`src/rtl/axis_h2c_framer.sv`:
```
// axis_h2c_framer: skid-buffered H2C stream pass-through that caps packets at MAX_BEATS
// and keeps packet, split and byte statistics on the input side.
module axis_h2c_framer #(
  parameter int C_DATA_WIDTH = 128,
  parameter int MAX_BEATS    = 256,
  parameter int CNT_WIDTH    = 32,
  localparam int KW  = C_DATA_WIDTH / 8,
  localparam int BW  = $clog2(MAX_BEATS * C_DATA_WIDTH / 8) + 1,
  localparam int BCW = $clog2(MAX_BEATS)
) (
  input  logic                    s_axis_aclk,
  input  logic                    s_axis_aresetn,
  input  logic                    s_axis_tvalid,
  output logic                    s_axis_tready,
  input  logic [C_DATA_WIDTH-1:0] s_axis_tdata,
  input  logic [KW-1:0]           s_axis_tkeep,
  input  logic                    s_axis_tlast,
  output logic                    m_axis_tvalid,
  input  logic                    m_axis_tready,
  output logic [C_DATA_WIDTH-1:0] m_axis_tdata,
  output logic [KW-1:0]           m_axis_tkeep,
  output logic                    m_axis_tlast,
  output logic [CNT_WIDTH-1:0]    pkt_count,
  output logic [CNT_WIDTH-1:0]    split_count,
  output logic [BW-1:0]           last_pkt_bytes,
  output logic                    busy
);
  logic                    main_valid_q, main_valid_d, skid_valid_q, skid_valid_d;
  logic                    main_last_q, main_last_d, skid_last_q, skid_last_d;
  logic [C_DATA_WIDTH-1:0] main_data_q, main_data_d, skid_data_q, skid_data_d;
  logic [KW-1:0]           main_keep_q, main_keep_d, skid_keep_q, skid_keep_d;
  logic                    ready_q, ready_d;
  logic [BCW-1:0]          beat_q, beat_d;
  logic [BW-1:0]           acc_q, acc_d, last_bytes_q, last_bytes_d, pop;
  logic [CNT_WIDTH-1:0]    pkt_q, pkt_d, split_q, split_d;
  logic                    accept, xfer, term, done;

  assign accept = s_axis_tvalid & ready_q;
  assign xfer   = main_valid_q & m_axis_tready;
  assign term   = s_axis_tlast | (beat_q == BCW'(MAX_BEATS - 1));
  assign done   = accept & term;

  always_comb begin
    pop = '0;
    for (int i = 0; i < KW; i++) pop = pop + BW'(s_axis_tkeep[i]);
  end

  always_comb begin
    main_valid_d = main_valid_q;
    main_data_d  = main_data_q;
    main_keep_d  = main_keep_q;
    main_last_d  = main_last_q;
    skid_valid_d = skid_valid_q;
    skid_data_d  = skid_data_q;
    skid_keep_d  = skid_keep_q;
    skid_last_d  = skid_last_q;
    if (skid_valid_q) begin
      if (xfer) begin
        main_data_d  = skid_data_q;
        main_keep_d  = skid_keep_q;
        main_last_d  = skid_last_q;
        skid_valid_d = 1'b0;
      end
    end else if (accept && (!main_valid_q || m_axis_tready)) begin
      main_valid_d = 1'b1;
      main_data_d  = s_axis_tdata;
      main_keep_d  = s_axis_tkeep;
      main_last_d  = term;
    end else if (accept) begin
      skid_valid_d = 1'b1;
      skid_data_d  = s_axis_tdata;
      skid_keep_d  = s_axis_tkeep;
      skid_last_d  = term;
    end else if (xfer) begin
      main_valid_d = 1'b0;
    end
    // ready is registered from the next skid state so it never depends on m_axis_tready combinationally
    ready_d      = ~skid_valid_d;
    beat_d       = accept ? (term ? '0 : beat_q + 1'b1) : beat_q;
    acc_d        = accept ? (term ? '0 : acc_q + pop) : acc_q;
    last_bytes_d = done ? acc_q + pop : last_bytes_q;
    pkt_d        = pkt_q + CNT_WIDTH'(done);
    split_d      = split_q + CNT_WIDTH'(done & ~s_axis_tlast);
  end

  always_ff @(posedge s_axis_aclk or negedge s_axis_aresetn) begin
    if (!s_axis_aresetn) begin
      main_valid_q <= 1'b0;
      main_data_q  <= '0;
      main_keep_q  <= '0;
      main_last_q  <= 1'b0;
      skid_valid_q <= 1'b0;
      skid_data_q  <= '0;
      skid_keep_q  <= '0;
      skid_last_q  <= 1'b0;
      ready_q      <= 1'b0;
      beat_q       <= '0;
      acc_q        <= '0;
      last_bytes_q <= '0;
      pkt_q        <= '0;
      split_q      <= '0;
    end else begin
      main_valid_q <= main_valid_d;
      main_data_q  <= main_data_d;
      main_keep_q  <= main_keep_d;
      main_last_q  <= main_last_d;
      skid_valid_q <= skid_valid_d;
      skid_data_q  <= skid_data_d;
      skid_keep_q  <= skid_keep_d;
      skid_last_q  <= skid_last_d;
      ready_q      <= ready_d;
      beat_q       <= beat_d;
      acc_q        <= acc_d;
      last_bytes_q <= last_bytes_d;
      pkt_q        <= pkt_d;
      split_q      <= split_d;
    end
  end

  assign s_axis_tready  = ready_q;
  assign m_axis_tvalid  = main_valid_q;
  assign m_axis_tdata   = main_data_q;
  assign m_axis_tkeep   = main_keep_q;
  assign m_axis_tlast   = main_last_q;
  assign pkt_count      = pkt_q;
  assign split_count    = split_q;
  assign last_pkt_bytes = last_bytes_q;
  assign busy           = main_valid_q | skid_valid_q | (beat_q != '0);
endmodule

```
`config.mk`:
```
export PLATFORM = sky130hd
export DESIGN_NAME = axis_h2c_framer
export DESIGN_NICKNAME = d
export VERILOG_FILES = /design/src/rtl/axis_h2c_framer.sv
export SDC_FILE = /design/constraint.sdc
export NUM_CORES = 1
export LEC_CHECK = 0
export CORE_MARGIN = 3
export CORE_UTILIZATION = 50
export DETAILED_ROUTE_END_ITERATION = 12
export PLACE_DENSITY = 0.79
export SETUP_SLACK_MARGIN = 0.4
export SLEW_MARGIN = 40
export SYNTH_ARGS = -nofsm -noshare
export SYNTH_HDL_FRONTEND = slang
export SYNTH_SLANG_ARGS = --single-unit
```
`constraint.sdc`:
```
create_clock -name s_axis_aclk -period 4.8 [get_ports s_axis_aclk]
set_clock_uncertainty 0.1 [all_clocks]
set_input_delay 0.96 -clock s_axis_aclk [delete_from_list [all_inputs] [get_ports s_axis_aclk]]
set_output_delay 0.96 -clock s_axis_aclk [all_outputs]
set_load 0.02 [all_outputs]
```
==> results of run 1 <==
==> power by group through the flow <==
stage               sequential, uW  clock [uW]  combinational (uW)
floorplan                     5970           0                2790
detailed placement            5460           0                5730
global placement              5390           0                5560
finish                        5370        3170                5930
global route                  5530        3380                6470
CTS                           5420        3240                5820
==> registers in the layout (all words and copies together) (netlist names) <==
name / cells
acc_q: 13
beat_q: 8
last_pkt_bytes: 13
m_axis_tdata: 128
m_axis_tkeep: 16
m_axis_tlast: 1
m_axis_tvalid: 1
pkt_count: 32
s_axis_tready: 1
skid_data_q: 128
skid_keep_q: 16
skid_last_q: 1
skid_valid_q: 1
split_count: 32
==> critical path, delay by kind of cell <==
kind            cells  cell delay (ns)
buf+inv            34             3.92
compound gates      1             0.10
==> kinds of logic after synthesis <==
| group | synth area share (%) |
|---|---|
| flops | 57.8 |
| simple gates | 9.06 |
| mux | 17.6 |
| compound gates | 6.68 |
| buf+inv | 2.59 |
| xor+xnor | 3.83 |
| fa+ha+maj | 2.45 |
==> final timing paths <==
check / endpoint / slack (ns) / cells after the start
max: skid_keep_q[9] / 0.15 / 35
min: skid_data_q[0] / 0.26 / 1
max reg2reg: acc_q[8] / 0.91 / 11
min reg2reg: m_axis_tdata[26] / 0.38 / 2
max in group asynchronous: m_axis_tdata[105] / 3.22 / 3
min in group s_axis_aclk: m_axis_tdata[26] / 0.38 / 2
==> cell usage after synthesis (2+ instances only) <==
master,count
sky130_fd_sc_hd__o21ai_0,188
sky130_fd_sc_hd__nor2b_1,2
sky130_fd_sc_hd__mux2i_1,145
sky130_fd_sc_hd__ha_1,14
sky130_fd_sc_hd__nor4_1,2
sky130_fd_sc_hd__buf_1,2
sky130_fd_sc_hd__and4_2,2
sky130_fd_sc_hd__nor4_4,3
sky130_fd_sc_hd__nand3_1,24
sky130_fd_sc_hd__and3_1,8
sky130_fd_sc_hd__mux2_2,135
sky130_fd_sc_hd__or2_2,2
sky130_fd_sc_hd__nand4_1,14
sky130_fd_sc_hd__xnor2_1,55
sky130_fd_sc_hd__nor2_1,25
sky130_fd_sc_hd__o31a_1,2
sky130_fd_sc_hd__and4_1,6
sky130_fd_sc_hd__dfrtp_1,391
sky130_fd_sc_hd__nand3_2,2
sky130_fd_sc_hd__xor2_1,19
sky130_fd_sc_hd__or3_1,6
sky130_fd_sc_hd__nand2_1,217
sky130_fd_sc_hd__and2_1,2
sky130_fd_sc_hd__a21oi_1,8
sky130_fd_sc_hd__clkbuf_1,45
sky130_fd_sc_hd__fa_1,12
sky130_fd_sc_hd__buf_2,26
sky130_fd_sc_hd__o2111ai_1,3
sky130_fd_sc_hd__nor3_1,5
sky130_fd_sc_hd__inv_1,35
sky130_fd_sc_hd__and4_4,2
sky130_fd_sc_hd__o21a_1,5
sky130_fd_sc_hd__o31ai_1,4
==> per-stage QoR <==
step / TNS, ns / util (%) / setup slack [ns] / power (uW)
floorplan: 0 / - / 0.0658 / 8760
global placement: -5.74 / 64.3 / -0.556 / 10900
detailed placement: -8.13 / 64.4 / -0.660 / 11200
CTS: 0 / 69.5 / 0.199 / 14500
global route: 0 / 69.8 / 0.0978 / 15400
finish: 0 / 69.8 / 0.154 / 14500
==> cell type report <==
type	instances	area, um^2
clock buffer	65	1290
clock inverter	10	77.6
fill	2301	9960
inverter	35	134
multi-input combinational	924	6770
sequential	391	9790
tap	442	553
timing repair buffer	443	4380
==> per-layer routing <==
metal,part of all wire [%],vias up
met5,0,-
met4,3.0,0
met3,7.3,82
met2,49,361
met1,41,6137
li1,-,5731
==> timing repair <==
item | in CTS | in global routing
setup buffers | 39 | 4
endpoints found under the setup margin | 21 | 12
hold endpoints to repair | 0 | 0
resized for setup | 44 | 23
pin swaps | 16 | 15
==> reports/metrics.sh, run 1 <==
OUTCOME='complete, no violations'
GLOBAL_ROUTE.USAGE.MET3_PCT=6.58
SLEW_HEADROOM_PCT=45.3
SETUP_VIOL=0
DRT-INITIAL-DRC-COUNT=589
POWER.SHARE.COMBINATIONAL_PCT=41.0
CTS_HOLD_BUFFERS=0
CRITICAL_PATH_ARRIVAL_NS=5.00
LARGEST_NET_DEGREE_AT_THE_START_OF_GLOBAL_ROUTING=121
MAPPEDNETLISTAREA_MM2=0.0169
FMAX_MHz=215
TIMING_MAX_TRANSITION_VIOLATIONS_FINAL=0
GRT.OVERFLOW.TOTAL=0
MOST_USED_ROUTING_LAYER='met2'
GRT_SETUP_UNREPAIRED='yes'
GLOBALROUTEMET2UTIL_PCT=40.0
SEQUENTIAL_FRACTION_OF_DESIGN_POWER_PCT=37.1
DRT-VIAS-PER-INSTANCE=5.33
N_ANTENNA_CELL=0
CLKSLEWWORSTSETUPHOLDPATHS_NS=0.06
SETUP.WORST_PATH.CLASS='in2reg'
SYN_AVG_CELL_AREA_UM2=11.9
BUFFER_PORTS.INSERTED=373
DIE_WIDTH_UM=190
FIN_CRIT_SH_PCT=96.8
GLOBAL_ROUTE_WIRE_LENGTH_BEFORE_REPAIR_UM=68600
GLOBALROUTEMET1UTIL_PCT=30.0
WL_PER_CELL_UM=18.9
STARTING_DENSITY_OF_THE_CORE_PCT=51.4
TOP_LEVEL_PORTS=374
SYNTH.YOSYS.SEQ_AREA_SHARE_PCT=57.8
GROUTE.USAGE.OVERALL_PCT=23.6
POWER_DENSITY_mW_PER_MM2=630
REQUIRED_NS=5.15
SYNTH_TOP_CELL_BY_AREA='sky130_fd_sc_hd__dfrtp_1'
CELL_INTERNAL_PWR_uW=9320
HTREE_NUM_LEVELS=2
SWSHARE_PCT=35.6
FINAL_CELLS=2310
SOURCE_OF_THE_WORST_REGISTER_TO_REGISTER_TIMING_PATH='acc_q[0]'
SETUP.WORST_PATH.END_CLASS='flip-flop'
SYNTH.LIB_CELLS_USED.DISTINCT=45
POSTSYNTHREGISTERBITS=391
PATH_COMMON_CELL='sky130_fd_sc_hd__buf_4'
FINALNETCOUNT=2012
POST_SYNTHESIS_NET_COUNT=1598
CRITPATHSLOWESTCELL='sky130_fd_sc_hd__buf_4'
SYNTH.TOP_CELLS.BY_AREA='sky130_fd_sc_hd__dfrtp_1 58%, sky130_fd_sc_hd__mux2_2 9.0%, sky130_fd_sc_hd__mux2i_1 8.6%, sky130_fd_sc_hd__o21ai_0 5.6%, sky130_fd_sc_hd__nand2_1 4.8%'
POSTPLACECELLAREA_MM2=0.0212
YS.FLOP_TYPE='sky130_fd_sc_hd__dfrtp_1'
HOLD_VIOL=0
CLASSIFICATION_OF_THE_WORST_SLACK_HOLD_PATH='in2async'
ROUTE.DETAILED.DRC=0
DIE_HEIGHT_UM=190
CLOCK-SINKS=391
POSTROUTEANTENNANETS=0
LAYOUT_COMMON_CELLS='390 x sky130_fd_sc_hd__dfrtp_1, 363 x sky130_fd_sc_hd__clkdlybuf4s50_1, 216 x sky130_fd_sc_hd__nand2_1, 178 x sky130_fd_sc_hd__o21ai_0, 145 x sky130_fd_sc_hd__mux2i_1'
DRT_PRE_ANTENNA_ITERS=5
MAX_CAP_VIOL_COUNT=0
WORST_IR_DROP_VDD_mV=0.403
CLOCKPOWERSHARE_PCT=21.9
FINALWORSTPATHREQUIREDPERIOD_NS=4.65
ROOT_BUFFER='sky130_fd_sc_hd__clkbuf_16'
SWITCHING_POWER_uW=5150
CP_MAX_FO=2
ROUTED_WIRELENGTH_UM=43600
SYNTH_LARGEST_TYPE_AREA_FRACTION_PCT=57.8
MOSTFREQUENTLAYOUTCELL='sky130_fd_sc_hd__dfrtp_1'
TIMING.CRITICAL_PATH.SLOWEST_CELL_DELAY_NS=0.13
SYN_INST=1423
NUM_VIAS=12300
TOTAL_INSTANCE_COUNT_AFTER_DETAILED_PLACEMENT=2191
CORE-AREA_MM2=0.0329
ANTENNA_FOUND_INITIAL=0
POST-ROUTE-CELL-AREA_MM2=0.0230
P_LEAK_uW=0.0103
NUMBER_OF_BUFFERS_INSERTED_DURING_CLOCK_TREE_SYNTHESIS=42
NUMBER_OF_GLOBAL_ROUTE_VIAS_BEFORE_REPAIR=12800
AREA_GROWTH_SYN_TO_LAYOUT_PCT=35.9
WORST_SKEW_PAIR.LATE_LATENCY_NS=0.52
TIGHTESTPINTRANSITION_NS=0.818
START_KIND='primary input'
NUMBER_OF_ENABLE_FLIP_FLOP_CELLS_AFTER_SYNTHESIS=0
HPWLAFTERDP_UM=29500
DRIVE_ABOVE_1_SHARE_PCT=16.8
ROW_COUNT=66
TRITONCTS='built'
HOLD-WORST-SLACK_NS=0.258
DIE_AREA_MM2=0.0361
CRITICAL_PATH.STARTPOINT='s_axis_tkeep[9]'
YS.WARNINGS.COUNT=0
GLOBALPLACE.CONGESTION=0.831
CLOCK_PATH_BUFFERS=3
SYNTH-ASYNC-RESET-RATIO_PCT=100
Power figures use the tool's default switching activity.
==> inputs of run 2 (changes only) <==
--- a/config.mk
+++ b/config.mk
@@ -7,6 +7,7 @@
 export LEC_CHECK = 0
 export CORE_MARGIN = 3
 export CORE_UTILIZATION = 50
+export CTS_CLUSTER_DIAMETER = 40
 export DETAILED_ROUTE_END_ITERATION = 12
 export PLACE_DENSITY = 0.79
 export SETUP_SLACK_MARGIN = 0.4
==> run 2 against run 1 <==
Effect of this change:
- fmax is 0.40% lower
- core utilization is 1.7 points higher
- critical path depth stayed put
- worst setup slack worse by 0.019 ns
- non-clock buffer count is 2 lower
- flip-flop and latch count stayed put
- die area stayed put
- worst hold slack worse by 0.023 ns
- sequential power hardly changed
- count of clock-buffer cells in the layout stayed put
- highest routed layer unchanged
==> reports/metrics.sh, run 2 (synthesized netlist as in run 1, its figures left out) <==
DRT-INITIAL-DRC-COUNT=738  # +25%
FMAX_MHz=214  # -0.40%
CLASSIFICATION_OF_THE_WORST_SLACK_HOLD_PATH='in2async'
CRIT_FAMILY='buffers and inverters'
CLOCK_PATH_BUFFERS=3  # unchanged
DIE_HEIGHT_UM=190  # unchanged
DRIVE_ABOVE_1_SHARE_PCT=17.9  # +1.2 points
DIE_WIDTH_UM=190  # unchanged
FINALCOREUTILIZATION_PCT=71.5  # +1.7 points
CRITPATHSLOWESTCELL='sky130_fd_sc_hd__buf_4'
HOLD-WORST-SLACK_NS=0.235  # -0.0234 ns
TRITONCTS='built'
STARTING_DENSITY_OF_THE_CORE_PCT=51.4  # unchanged
LAYOUT_COMMON_CELLS='390 x sky130_fd_sc_hd__dfrtp_1, 363 x sky130_fd_sc_hd__clkdlybuf4s50_1, 216 x sky130_fd_sc_hd__nand2_1, 179 x sky130_fd_sc_hd__o21ai_0, 145 x sky130_fd_sc_hd__mux2i_1'
PATH_COMMON_CELL='sky130_fd_sc_hd__buf_4'
FIN_CRIT_SH_PCT=97.2  # +0.39 points
POWER.SHARE.COMBINATIONAL_PCT=38.2  # -2.8 points
ROUTE.DETAILED.DRC=0  # unchanged
HTREE_NUM_LEVELS=2  # unchanged
WORST_PATH_BUFFER_PLUS_INVERTER_COUNT=34  # unchanged
TOP_LEVEL_PORTS=374  # unchanged
REQUIRED_NS=5.19  # +0.04 ns
NUMBER_OF_GLOBAL_ROUTE_VIAS_BEFORE_REPAIR=13000  # +1.7%
NUMBER_OF_BUFFERS_INSERTED_DURING_CLOCK_TREE_SYNTHESIS=52  # +24%
WL_PER_CELL_UM=19.1  # +1.3%
NUM_VIAS=12400  # +0.60%
CLKSLEWWORSTSETUPHOLDPATHS_NS=0.06  # about the same
FINAL_CELLS=2328  # +0.78%
ROW_COUNT=66  # unchanged
GLOBALPLACE.CONGESTION=0.831  # unchanged
SWSHARE_PCT=34.7  # -0.91 points
ROOT_BUFFER='sky130_fd_sc_hd__clkbuf_16'
WORST_SKEW_PAIR.LATE_LATENCY_NS=0.57  # +0.05 ns
MOSTFREQUENTLAYOUTCELL='sky130_fd_sc_hd__dfrtp_1'
TIGHTESTPINTRANSITION_NS=0.811  # -0.00721 ns
ANTENNA_FOUND_INITIAL=0  # unchanged
CP_MAX_FO=2  # unchanged
SETUP.WORST_PATH.END_CLASS='flip-flop'
LARGEST_NET_DEGREE_AT_THE_START_OF_GLOBAL_ROUTING=121  # unchanged
FINALNETCOUNT=2020  # +0.40%
GRT.OVERFLOW.TOTAL=0  # unchanged
CLOCK-SINKS=391  # unchanged
BUFFER_PORTS.INSERTED=373  # unchanged
SETUP_VIOL=0  # unchanged
SEQUENTIAL_FRACTION_OF_DESIGN_POWER_PCT=34.6  # -2.5 points
HOLD_VIOL=0  # unchanged
WORST_IR_DROP_VDD_mV=0.494  # +23%
CELL_INTERNAL_PWR_uW=10200  # +9.1%
FINALWORSTPATHREQUIREDPERIOD_NS=4.66  # +0.0185 ns
P_LEAK_uW=0.0105  # +2.6%
TIMING.CRITICAL_PATH.SLOWEST_CELL_DELAY_NS=0.13  # about the same
ROUTED_WIRELENGTH_UM=44500  # +2.1%
AREA_GROWTH_SYN_TO_LAYOUT_PCT=39.2
N_ANTENNA_CELL=0  # unchanged
GROUTE.USAGE.OVERALL_PCT=24.4  # +0.71 points
GRT_SETUP_UNREPAIRED='yes'
START_KIND='primary input'
OUTCOME='complete, no violations'
POWER_DENSITY_mW_PER_MM2=661  # +5.0%
TOTAL_INSTANCE_COUNT_AFTER_DETAILED_PLACEMENT=2191  # unchanged
MAX_CAP_VIOL_COUNT=0  # unchanged
SWITCHING_POWER_uW=5400  # +4.9%
TIMING_MAX_TRANSITION_VIOLATIONS_FINAL=0  # unchanged
DIE_AREA_MM2=0.0361  # unchanged
HPWLAFTERDP_UM=29500  # unchanged
GLOBAL_ROUTE_WIRE_LENGTH_BEFORE_REPAIR_UM=70500  # +2.7%
SETUP.WORST_PATH.CLASS='in2reg'
POSTROUTEANTENNANETS=0  # unchanged
CRITICAL_PATH_ARRIVAL_NS=5.05  # +0.05 ns
DRT_PRE_ANTENNA_ITERS=5  # unchanged
SLEW_HEADROOM_PCT=45.9  # +0.61 points
CORE-AREA_MM2=0.0329  # unchanged
CLOCKPOWERSHARE_PCT=27.2  # +5.3 points
DRT-VIAS-PER-INSTANCE=5.32  # -0.18%
-- run 2: worst paths after layout --
| path | from | endpoint | slack (ns) | depth (start not counted) |
|---|---|---|---|---|
| min | s_axis_aresetn | skid_data_q[0] | 0.23 | 1 |
| min reg2reg | pkt_count[31] | pkt_count[31] | 0.38 | 1 |
| min in group s_axis_aclk | pkt_count[31] | pkt_count[31] | 0.38 | 1 |
| max reg2reg | acc_q[0] | acc_q[8] | 0.84 | 12 |
| max | s_axis_tkeep[9] | skid_keep_q[9] | 0.14 | 35 |
| max in group asynchronous | s_axis_aresetn | pkt_count[7] | 3.24 | 3 |
-- run 2: through the flow --
stage / setup TNS, ns / setup slack (ns) / total power (uW) / instance area, um^2
2_1_floorplan: 0 / 0.0658 / 8760 / 16900
4_1_cts: 0 / 0.187 / 15600 / 23500
5_1_grt: 0 / 0.110 / 16500 / 23600
3_3_place_gp: -5.74 / -0.556 / 10900 / 21200
3_5_place_dp: -8.13 / -0.660 / 11200 / 21200
6_report: 0 / 0.136 / 15600 / 23600
-- run 2: metal layers --
metal  up-vias  share of wire (%)  track usage, %
li1       5772                  -               -
met2       369                 50            40.9
met3        80                7.4            7.50
met1      6164                 40            30.5
met5         -                  0               0
met4         0                2.8            7.45
-- run 2: area by class of cell --
class / count / area [um^2]
flip-flops and latches: 391 / 9790
fillers: 2217 / 9390
multi-input cells: 924 / 6780
repair buffers: 441 / 4360
clock buffers: 65 / 1450
well taps: 442 / 553
clock inverters: 30 / 492
inverters: 35 / 134
-- run 2: power groups by stage --
stage                     registers, uW  clock network (uW)  logic [uW]
after floorplan                    5970                   0        2790
after CTS                          5430                4310        5850
final                              5390                4240        5950
after global placement             5390                   0        5560
after detailed placement           5460                   0        5730
after global routing               5540                4470        6480
-- run 2: what timing repair did --
| item | CTS | global route |
|---|---|---|
| pin swaps | 15 | 15 |
| hold buffers | 0 | 0 |
| setup endpoints to repair | 20 | 11 |
| gates resized for setup | 43 | 22 |
| buffers inserted | 39 | 2 |
==> inputs of run 3 (changes only) <==
--- a/config.mk
+++ b/config.mk
@@ -11,7 +11,6 @@
 export DETAILED_ROUTE_END_ITERATION = 12
 export PLACE_DENSITY = 0.79
 export SETUP_SLACK_MARGIN = 0.4
-export SLEW_MARGIN = 40
 export SYNTH_ARGS = -nofsm -noshare
 export SYNTH_HDL_FRONTEND = slang
 export SYNTH_SLANG_ARGS = --single-unit
==> run 3 against run 2 <==
Effect of this change:
- combinational power down 2%
- wire length about the same
- first-iteration DRC count down 12%
- sequential share of layout area up 0.48 points
- core utilization down 0.82 points
- final area down 1.2%
- critical path type unchanged
==> reports/metrics.sh, run 3 (synthesized netlist as in run 1, its figures left out) <==
OUTCOME='complete, no violations'
NUMBER_OF_BUFFERS_INSERTED_DURING_CLOCK_TREE_SYNTHESIS=50  # -3.8%
CTS_HOLD_BUFFERS=0  # unchanged
REQUIRED_NS=5.17  # -0.02 ns
HPWLAFTERDP_UM=29400  # -0.38%
WORST_SKEW_PAIR.LATE_LATENCY_NS=0.55  # -0.02 ns
SETUP_VIOL=0  # unchanged
DIE_WIDTH_UM=190  # unchanged
GROUTE.USAGE.OVERALL_PCT=24.2  # -0.14 points
LAYOUT_COMMON_CELLS='390 x sky130_fd_sc_hd__dfrtp_1, 363 x sky130_fd_sc_hd__clkdlybuf4s50_1, 216 x sky130_fd_sc_hd__nand2_1, 177 x sky130_fd_sc_hd__o21ai_0, 145 x sky130_fd_sc_hd__mux2i_1'
DIE_AREA_MM2=0.0361  # unchanged
SETUP.WORST_PATH.CLASS='in2reg'
POSTROUTEANTENNANETS=0  # unchanged
CORE-AREA_MM2=0.0329  # unchanged
TOTAL_INSTANCE_COUNT_AFTER_DETAILED_PLACEMENT=2190  # -0.046%
GRT_SETUP_UNREPAIRED='yes'
NUM-FILL-CELLS=2272  # +2.5%
CRIT_FAMILY='buffers and inverters'
MOSTFREQUENTLAYOUTCELL='sky130_fd_sc_hd__dfrtp_1'
DRT_PRE_ANTENNA_ITERS=5  # unchanged
SOURCE_OF_THE_WORST_REGISTER_TO_REGISTER_TIMING_PATH='acc_q[0]'
DIE_HEIGHT_UM=190  # unchanged
P_LEAK_uW=0.0104  # -1.1%
DRT-VIAS-PER-INSTANCE=5.33  # +0.24%
AREA_GROWTH_SYN_TO_LAYOUT_PCT=37.6
LARGEST_NET_DEGREE_AT_THE_START_OF_GLOBAL_ROUTING=126  # +4.1%
GLOBALPLACE.CONGESTION=0.831  # unchanged
FINAL_CELLS=2324  # -0.17%
NUM_VIAS=12400  # +0.073%
CP_MAX_FO=2  # unchanged
WORST_PATH_BUFFER_PLUS_INVERTER_COUNT=34  # unchanged
WORST_R2R_ENDPOINT='acc_q[12]'
ANTENNA_FOUND_INITIAL=1  # +1
NUMBER_OF_GLOBAL_ROUTE_VIAS_BEFORE_REPAIR=13100  # +0.82%
GRT.OVERFLOW.TOTAL=0  # unchanged
CRITICAL_PATH.STARTPOINT='s_axis_tkeep[9]'
TIGHTESTPINTRANSITION_NS=1.09  # +0.280 ns
POWER_DENSITY_mW_PER_MM2=650  # -1.7%
FF2FF_PATH_DEPTH=13  # +1
CRITICAL_PATH_DEPTH=35  # unchanged
TIMING.CRITICAL_PATH.SLOWEST_CELL_DELAY_NS=0.13  # about the same
FINALNETCOUNT=2015  # -0.25%
HTREE_NUM_LEVELS=2  # unchanged
ROW_COUNT=66  # unchanged
BUFFER_PORTS.INSERTED=373  # unchanged
FINALSETUPTNS_NS=0  # unchanged
DRT-INITIAL-DRC-COUNT=649  # -12%
ROUTED_WIRELENGTH_UM=44500  # about the same
DRIVE_ABOVE_1_SHARE_PCT=17.6  # -0.32 points
SETUP.WORST_PATH.END_CLASS='flip-flop'
HOLD_VIOL=0  # unchanged
FINALWORSTPATHREQUIREDPERIOD_NS=4.69  # +0.0231 ns
WORST_IR_DROP_VDD_mV=0.426  # -14%
SLEW_HEADROOM_PCT=27.3  # -19 points
ROUTE.DETAILED.DRC=0  # unchanged
CLOCK_PATH_BUFFERS=3  # unchanged
FIN_CRIT_SH_PCT=97.7  # +0.48 points
MAX_CAP_VIOL_COUNT=0  # unchanged
CLKSLEWWORSTSETUPHOLDPATHS_NS=0.05  # about the same
START_KIND='primary input'
RRSETUPSLACK_NS=0.88  # +0.04 ns
CLASSIFICATION_OF_THE_WORST_SLACK_HOLD_PATH='reg2reg'
STARTING_DENSITY_OF_THE_CORE_PCT=51.4  # unchanged
TOP_LEVEL_PORTS=374  # unchanged
TIMING_MAX_TRANSITION_VIOLATIONS_FINAL=0  # unchanged
CLOCK-SINKS=391  # unchanged
GLOBAL_ROUTE_WIRE_LENGTH_BEFORE_REPAIR_UM=70000  # -0.72%
PATH_COMMON_CELL='sky130_fd_sc_hd__buf_4'
CRITICAL_PATH_ARRIVAL_NS=5.06  # about the same
HOLD-WORST-SLACK_NS=0.377  # +0.142 ns
CRIT_END='skid_keep_q[9]'
CRITPATHSLOWESTCELL='sky130_fd_sc_hd__buf_4'
HOLD_PATH_STARTPOINT='m_axis_tdata[26]'
ROOT_BUFFER='sky130_fd_sc_hd__clkbuf_16'
FMAX_MHz=213  # -0.49%
WL_PER_CELL_UM=19.1  # +0.15%
POSTPLACECELLAREA_MM2=0.0212  # -0.15%
POST-ROUTE-CELL-AREA_MM2=0.0233  # -1.2%
TRITONCTS='built'
-- run 3: cell count changes in the layout (fill, tap and decap cells not counted), moves of 2 or more --
cell / change
sky130_fd_sc_hd__clkbuf_1: +2
sky130_fd_sc_hd__o21ai_0: -2
sky130_fd_sc_hd__inv_1: -2
sky130_fd_sc_hd__bufinv_16: -4
sky130_fd_sc_hd__buf_6: -2
sky130_fd_sc_hd__clkbuf_8: -6
sky130_fd_sc_hd__clkinv_2: +9
sky130_fd_sc_hd__o21ai_1: +3
sky130_fd_sc_hd__inv_2: +2
-- run 3: stage by stage --
step	total power (uW)	setup slack, ns	util [%]
6_report	15100	0.113	70.7
5_1_grt	16000	0.0842	70.7
4_1_cts	15200	0.192	70.5
3_5_place_dp	11200	-0.651	64.3
3_3_place_gp	10900	-0.556	64.3
2_1_floorplan	8760	0.0658	-
-- run 3: worst min path at each step --
stage                        to  depth (start not counted)
4_1_cts           pkt_count[31]                          1
6_report       m_axis_tdata[26]                          2
2_1_floorplan          acc_q[0]                          2
3_5_place_dp      pkt_count[31]                          1
3_3_place_gp    m_axis_tdata[8]                          2
5_1_grt           pkt_count[31]                          1
-- run 3: power by group --
| group | total [uW] | internal, uW | switching (uW) |
|---|---|---|---|
| registers | 5450 | 4600 | 845 |
| clock network | 3830 | 2400 | 1440 |
| logic | 5840 | 2800 | 3050 |
-- run 3: what timing repair did --
item                                   in CTS  in global routing
gates cloned                                0                  0
pin swaps                                  16                 12
setup buffers                              38                  2
resized for setup                          45                 24
setup endpoints to repair                  20                 12
endpoints found under the hold margin       0                  0
-- run 3: layer usage --
metal  wire length (um)  global-route usage, %  up-vias
li1                   -                      -     5749
met1              17500                   29.5     6172
met2              22400                   41.6      387
met3               3520                   7.41       86
met4               1070                   7.34        0
met5                  0                      0        -
-- run 3: final cells by class --
| cell class | instances | area (um^2) | share of cell area [%] |
|---|---|---|---|
| Sequential cell | 391 | 9790 | 42.0 |
| Inverter | 35 | 134 | 0.575 |
| Clock buffer | 60 | 1350 | 5.80 |
| Antenna cell | 1 | 2.50 | 0.0107 |
| Tap cell | 442 | 553 | 2.37 |
| Multi-Input combinational cell | 924 | 6770 | 29.1 |
| Clock inverter | 33 | 384 | 1.65 |
| Timing Repair Buffer | 438 | 4310 | 18.5 |
-- run 3: worst reg2reg max path, delay by kind of cell (launching register included) --
kind,cells,cell delay (ns)
simple gates,1,0.13
flops,1,0.36
compound gates,4,0.57
fa+ha+maj,5,2.25
buf+inv,3,0.41
